`config.mk`:
```
export PLATFORM = sky130hd
export DESIGN_NAME = bin2bcd_seq
export DESIGN_NICKNAME = d
export VERILOG_FILES = /design/src/rtl/bin2bcd_seq.sv
export SDC_FILE = /design/constraint.sdc
export NUM_CORES = 1
export LEC_CHECK = 0
export BUFFER_PORTS_ARGS = -buffer_cell sky130_fd_sc_hd__clkbuf_2
export CORE_MARGIN = 2
export CORE_UTILIZATION = 57
export DETAILED_ROUTE_END_ITERATION = 16
export PLACE_DENSITY = 0.75
export SYNTH_ARGS = -nofsm -noshare
export SYNTH_HDL_FRONTEND = slang
export SYNTH_SLANG_ARGS = --single-unit
export TNS_END_PERCENT = 1
```
`constraint.sdc`:
```
create_clock -name clk -period 3.71 [get_ports clk]
set_input_delay 0 -clock clk [delete_from_list [all_inputs] [get_ports clk]]
set_output_delay 0 -clock clk [all_outputs]
set_load 0.02 [all_outputs]
```
`src/rtl/bin2bcd_seq.sv`:
```
// bin2bcd_seq: sequential binary-to-BCD converter (shift-and-add-3), one bit
// per clock. bcd_o holds the last completed result for the 8-digit scanner.
// Optional macro BIN2BCD_OVF_SAT_EN: saturate to 99999999 and raise ovf_o
// for inputs >= 100_000_000; otherwise the result is bin mod 10^8.
module bin2bcd_seq #(
  parameter int BIN_WIDTH = 27
) (
  input  logic                 clk,
  input  logic                 rst_i,
  input  logic                 start_i,
  input  logic [BIN_WIDTH-1:0] bin_i,
  output logic                 busy_o,
  output logic                 done_o,
  output logic [31:0]          bcd_o,
  output logic                 ovf_o
);

  localparam int CNT_WIDTH = $clog2(BIN_WIDTH + 1);

  typedef enum logic [1:0] {IDLE, CONV, DONE} state_t;

  state_t               state, state_next;
  logic [BIN_WIDTH-1:0] shift, shift_next;
  logic [31:0]          work, work_next, adj;
  logic [CNT_WIDTH-1:0] cnt, cnt_next;
  logic                 busy_next, done_next;
  logic [31:0]          bcd_next;
  logic                 accept;

  assign accept = (state == IDLE) && start_i;

`ifdef BIN2BCD_OVF_SAT_EN
  logic flag;
  logic big;

  // Inputs narrower than 27 bits can never reach 10^8, so no comparator.
  generate
    if (BIN_WIDTH > 26) begin : g_cmp
      assign big = (32'(bin_i) >= 32'd100_000_000);
    end else begin : g_nocmp
      assign big = 1'b0;
    end
  endgenerate

  // Overflow flag captured on accept, published to ovf_o on the DONE edge.
  always_ff @(posedge clk or posedge rst_i) begin
    if (rst_i) begin
      flag  <= 1'b0;
      ovf_o <= 1'b0;
    end else begin
      if (accept)        flag  <= big;
      if (state == DONE) ovf_o <= flag;
    end
  end
`else
  assign ovf_o = 1'b0;
`endif

  // Add 3 to every work digit >= 5 ahead of the shift.
  always_comb begin
    adj = work;
    for (int unsigned i = 0; i < 8; i++) begin
      if (work[4*i +: 4] >= 4'd5) adj[4*i +: 4] = work[4*i +: 4] + 4'd3;
    end
  end

  // Next-state and datapath/output next values.
  always_comb begin
    state_next = state;
    shift_next = shift;
    work_next  = work;
    cnt_next   = cnt;
    busy_next  = busy_o;
    done_next  = 1'b0;
    bcd_next   = bcd_o;
    unique case (state)
      IDLE: begin
        if (start_i) begin
          shift_next = bin_i;
          work_next  = '0;
          cnt_next   = '0;
          busy_next  = 1'b1;
          state_next = CONV;
        end
      end
      CONV: begin
        // The bit leaving work[31] is dropped, giving bin mod 10^8.
        work_next  = {adj[30:0], shift[BIN_WIDTH-1]};
        shift_next = shift << 1;
        cnt_next   = cnt + 1'b1;
        if (cnt == CNT_WIDTH'(BIN_WIDTH - 1)) state_next = DONE;
      end
      DONE: begin
`ifdef BIN2BCD_OVF_SAT_EN
        bcd_next = flag ? 32'h9999_9999 : work;
`else
        bcd_next = work;
`endif
        done_next  = 1'b1;
        busy_next  = 1'b0;
        state_next = IDLE;
      end
      default: state_next = IDLE;
    endcase
  end

  // State, datapath and registered outputs.
  always_ff @(posedge clk or posedge rst_i) begin
    if (rst_i) begin
      state  <= IDLE;
      shift  <= '0;
      work   <= '0;
      cnt    <= '0;
      busy_o <= 1'b0;
      done_o <= 1'b0;
      bcd_o  <= '0;
    end else begin
      state  <= state_next;
      shift  <= shift_next;
      work   <= work_next;
      cnt    <= cnt_next;
      busy_o <= busy_next;
      done_o <= done_next;
      bcd_o  <= bcd_next;
    end
  end

endmodule
```
* After elaboration in Yosys (flattened, before gate mapping)
Cells that the tools add are included.
** Cells by class
- Muxes and demuxes :: 20
- Add/sub/neg operators :: 9
- Magnitude comparators :: 8
- Reduce and logical (&&, ||, !) cells :: 6
- Equality and inequality tests :: 5
** Operators by type and width (count)
- $pmux W32 S2 :: 1
- $pmux W27 S2 :: 1
- $ge A4 B3 Y1 const B :: 8
- $mux W32 :: 1
- $add A4 B2 Y4 const B :: 7
- $mux W4 :: 7
- $mux W27 :: 1
- $pmux W5 S2 :: 1
- $reduce_and A2 Y1 :: 3
- $add A5 B1 Y5 const B :: 1
- $eq A5 B5 Y1 const B :: 1
- $mux W5 :: 1
- $mux W2 :: 2
- $ne A2 B2 Y1 const B :: 2
- $pmux W2 S2 :: 1
- $reduce_bool A2 Y1 :: 2
- $add A3 B2 Y3 const B :: 1
- $mux W3 :: 1
- $eq A2 B1 Y1 const B :: 1
- $eq A2 B2 Y1 const B :: 1
- $logic_not A2 Y1 :: 1
- $mux W1 :: 2
- $pmux W1 S2 :: 1
** Word-level totals
- Register bits after elaboration :: 100
- Input port bits :: 30
- Word-level logic and storage cells :: 55

* Depth between registers and ports, before layout
- Word-level depth :: 3
- Gate-level depth with buffers :: 7
- Gate-level depth less buffers :: 6

* Worst setup path before layout
Ideal clock, no wire load.
- Path kind :: reg2reg
- Start :: register work[0]
- End :: register work[1]
- Setup slack :: 2.353 ns
- Clock period less this slack :: 1.357 ns
- Setup time :: 0.128 ns
- Cell stages (with the launch flop) :: 7
- Buffers on the path :: 0
- Arrival time :: 1.229 ns
- Cells stage by stage :: dfrtp_1 > inv_1 > ha_1 > nand2b_1 > a21oi_1 > xnor2_1 > o22ai_1
** Between the ends
- Longest elaborated chain between the ends :: 3
- Elaborated cells between the ends (all ways) :: 4
** RTL lines
- start, declared :: RTL line 24 : logic [31:0] work, work_next, adj;
- start signal, assigned :: RTL line 120 : work <= work_next;
- $add A4 B2 Y4 or $ge A4 B3 Y1 (tied branches) :: RTL line 63 : if (work[4*i +: 4] >= 4'd5) adj[4*i +: 4] = work[4*i +: 4] + 4'd3;
- $mux W4 * :: RTL line 63
- $pmux W32 S2 * :: RTL line 76 : unique case (state)
Every way passes the cells marked *; elsewhere a longest branch is shown, timed or not.
A chain may end at the register's enable or synchronous reset.

* Worst setup path after layout
- Start :: register state[1]
- End :: register cnt[3]
** Between the ends
- Longest elaborated chain between the ends :: 3
- Elaborated cells between the ends (all ways) :: 6
** RTL lines
- start, declared :: RTL line 22 : state_t state, state_next;
- start signal, assigned :: RTL line 118 : state <= state_next;
- $eq A2 B1 Y1 or $logic_not A2 Y1 (tied branches) :: RTL line 76
- $reduce_bool A2 Y1 (no line) or $ne A2 B2 Y1 (tied branches)
- $reduce_and A2 Y1 (no line)
- end signal, assigned :: RTL line 121 : cnt <= cnt_next;
- end, declared :: RTL line 25 : logic [CNT_WIDTH-1:0] cnt, cnt_next;
Several ways; a longest one is shown, not always the timed one.

==> run metrics <==
met2 WL=4290 µm; Syn Nets=495; final WL=9060 µm; die span in y=95.4 µm; design area=5230 µm²; DP Area=5030 µm²; sequential-to-total area share from yosys stat=52.5%; vias per std cell=5.67; hold path startpoint=bin_i[9]; DRC viols=0; vias in the first global route=3,213; outcome=complete, no violations; Distinct cells, synth=38; critical path's largest stage delay=0.92 ns; initial antenna violation count=0; worst reg2reg path depth=4; worst hold path class=input pin to flop; cell area after synthesis=4760 µm²; worst slew pin tran=1.05 ns; Arr. time, crit path=2.50 ns; Filler cells=679; Clk Latency, worst-skew pair=0.37 ns; Area Growth Syn to Fin=9.82%; Setup WS pre-CTS=1.50 ns; worst vdd ir=421 µV; First DRT Iteration DRCs=184; Worst-path clk slew=0.10 ns; cts-stage hold buffer count=2; Post-DRT Antenna Nets=0; RSZ-0062 raised after global routing=false; Die W=95.4 µm; crit path max fanout=33; Max-Cap Viols=0; first-pass iteration count of the detailed router=4; layout cell share with drive strength beyond 1=21.3%; upper clock frequency limit=446 MHz; final global-route overflow total=0; reg-to-reg endpoint=cnt[3]$_DFFE_PP0P_; Static Leak=2.56 nW; Syn. warnings=0; GR Util All Layers=21.3%; Post-Syn Instances=447; Core Util, Final=64.0%; Die ar.=9100 µm²; Post-CTS Setup Repair Bufs=0; DR vias=3,444; period utilization=60.4%; CP bufs+invs=0; hold depth=4; H-tree depth=3; crit path kind=flop to flop; Power Density=838 nW/µm²; Met1 Wirelength=4280 µm; wire per inst=14.9 µm; Top FF cell, synth=dfrtp_1; total power=0.00439 W; first-pass GRT wire length=15,100 µm; crit path launch type=flop; Cell Rows=33; Post-synth EDFFs=0; Hold Path End=shift[9]$_DFFE_PP0P_; skew final=0.0123 ns; reg2reg start=state[1]$_DFFE_PP0P_; routed wl met3=352 µm; CTS resizes=0; Bufs on Longest Clock Path=2; synthesized flop and latch total=100; Post-synth ARST share=100%; Tmin final=2.24 ns; fin. max-slew vios=0; Initial Utilization=58.3%; CP top delay family=simple AND/OR/NAND/NOR gates; Buffers on Ports=63; ANT cells=0; Top Ports=65; CTS tree=done; Worst Setup End Kind=flop; Top Metal Used=met4; CTS sink count=100; mean post-synth cell area=10.7 µm²; slack of the worst reg-to-reg path=1.47 ns; CP max-delay cell=nor2b_2; post-DP HPWL=5970 µm; final hold violation count=0; relative slew slack=30.2%; root buffer cell=clkbuf_8; layout net count=545; pin count of the biggest net entering global routing=75; fin worst setup slack=1.47 ns; Core Area=8180 µm²; CP cell instances=nor2b_2, nand4_1, nand3_1, o21ai_0; CP Data Required Time=3.97 ns; Final setup viols=0; setup TNS=0 ns; TritonCTS Buffers=9; gpl congestion=0.777
## logic make-up (layout without fill, tap and decap cells)
family / after synthesis / in the layout / synth area share (%)
adder cells (fa/ha/maj): 18 / 18 / 4.73
other: 1 / 1 / 0.0787
buffers and inverters: 50 / 105 / 5.96
AO/OA/AOI/OAI: 134 / 134 / 16.8
AND/OR/NAND/NOR: 116 / 116 / 13.9
multiplexers: 16 / 16 / 3.78
flip-flops: 100 / 100 / 52.5
XOR/XNOR: 12 / 12 / 2.21
## state kept, by name, indices dropped and copies added (netlist names)
name    cells
cnt         5
busy_o      1
done_o      1
bcd_o      32
state       2
shift      27
work       32
## cell usage in the layout, fill, tap and decap left out, drive strengths merged, types with 3 or more instances in the layout
cell,Yosys,routed
clkbuf,9,73
a21oi,37,37
a32o,8,8
and3b,25,25
nand2b,11,11
nand3,10,10
xnor2,8,8
buf,21,4
nor3b,3,3
xor2,4,4
inv,20,20
mux2,16,16
ha,18,18
o31ai,8,8
clkinv,0,5
o311ai,8,8
nor2,3,3
o32ai,4,4
o21ai,57,57
dfrtp,100,100
nand2,56,56
o22ai,11,11
## layer usage
| metal | GRT usage (%) | vias up |
|---|---|---|
| li1 | - | 1680 |
| met4 | 6.55 | 0 |
| met2 | 34.4 | 60 |
| met1 | 29.3 | 1692 |
| met3 | 4.11 | 12 |
| met5 | 0 | - |
## how the worst max path moves through the flow
stage	from	cells after the start	slack [ns]	to
floorplan	rst_i	1	1.09	bcd_o[0]$_DFFE_PP0P_
global placement	state[1]$_DFFE_PP0P_	4	1.53	cnt[3]$_DFFE_PP0P_
detailed placement	state[1]$_DFFE_PP0P_	4	1.50	cnt[4]$_DFFE_PP0P_
CTS	state[1]$_DFFE_PP0P_	4	1.50	cnt[4]$_DFFE_PP0P_
global route	state[1]$_DFFE_PP0P_	4	1.24	cnt[4]$_DFFE_PP0P_
finish	state[1]$_DFFE_PP0P_	4	1.47	cnt[3]$_DFFE_PP0P_
## where the power goes
| group | internal (W) | switching [W] |
|---|---|---|
| combinational | 0.000778 | 0.00109 |
| clock | 0.000261 | 0.000375 |
| sequential | 0.00155 | 0.000332 |
| total | 0.00259 | 0.00179 |
## worst register-to-register path, cell delays in order (launching register included)
cell	delay (ns)
dfrtp_1	0.78
nor2b_2	0.93
nand4_1	0.23
nand3_1	0.13
o21ai_0	0.08
## final cells by class
type	instances	area, µm²	share of cell area [%]
flip-flops and latches	100	2500	47.8
multi-input cells	297	1980	37.8
repair buffers	69	365	6.98
clock buffers	10	138	2.63
well taps	105	131	2.51
inverters	20	77.6	1.48
clock inverters	6	40.0	0.765
## Yosys cell counts, types with 4 or more instances
cell / n / area (µm²)
a21oi_1: 37 / 185
nand2b_1: 10 / 62.6
clkbuf_1: 9 / 33.8
dfrtp_1: 100 / 2500
o21ai_0: 38 / 190
mux2_2: 16 / 180
ha_1: 18 / 225
o311ai_1: 8 / 70.1
inv_1: 20 / 75.1
buf_2: 8 / 40.0
nand2_1: 56 / 210
and3b_1: 25 / 219
a32o_1: 7 / 70.1
o32ai_1: 4 / 35.0
o31ai_1: 7 / 52.6
o22ai_1: 11 / 68.8
xor2_1: 4 / 35.0
nand3_1: 10 / 50.1
xnor2_1: 8 / 70.1
buf_6: 10 / 113
o21ai_1: 19 / 95.1
## through the flow
stage	hold slack, ns	cells
finish	0.0281	607
global route	0.0325	607
CTS	0.0205	607
detailed placement	0.245	589
global placement	0.243	589
floorplan	0.129	447
No activity file was read; power rests on OpenSTA's default activity.
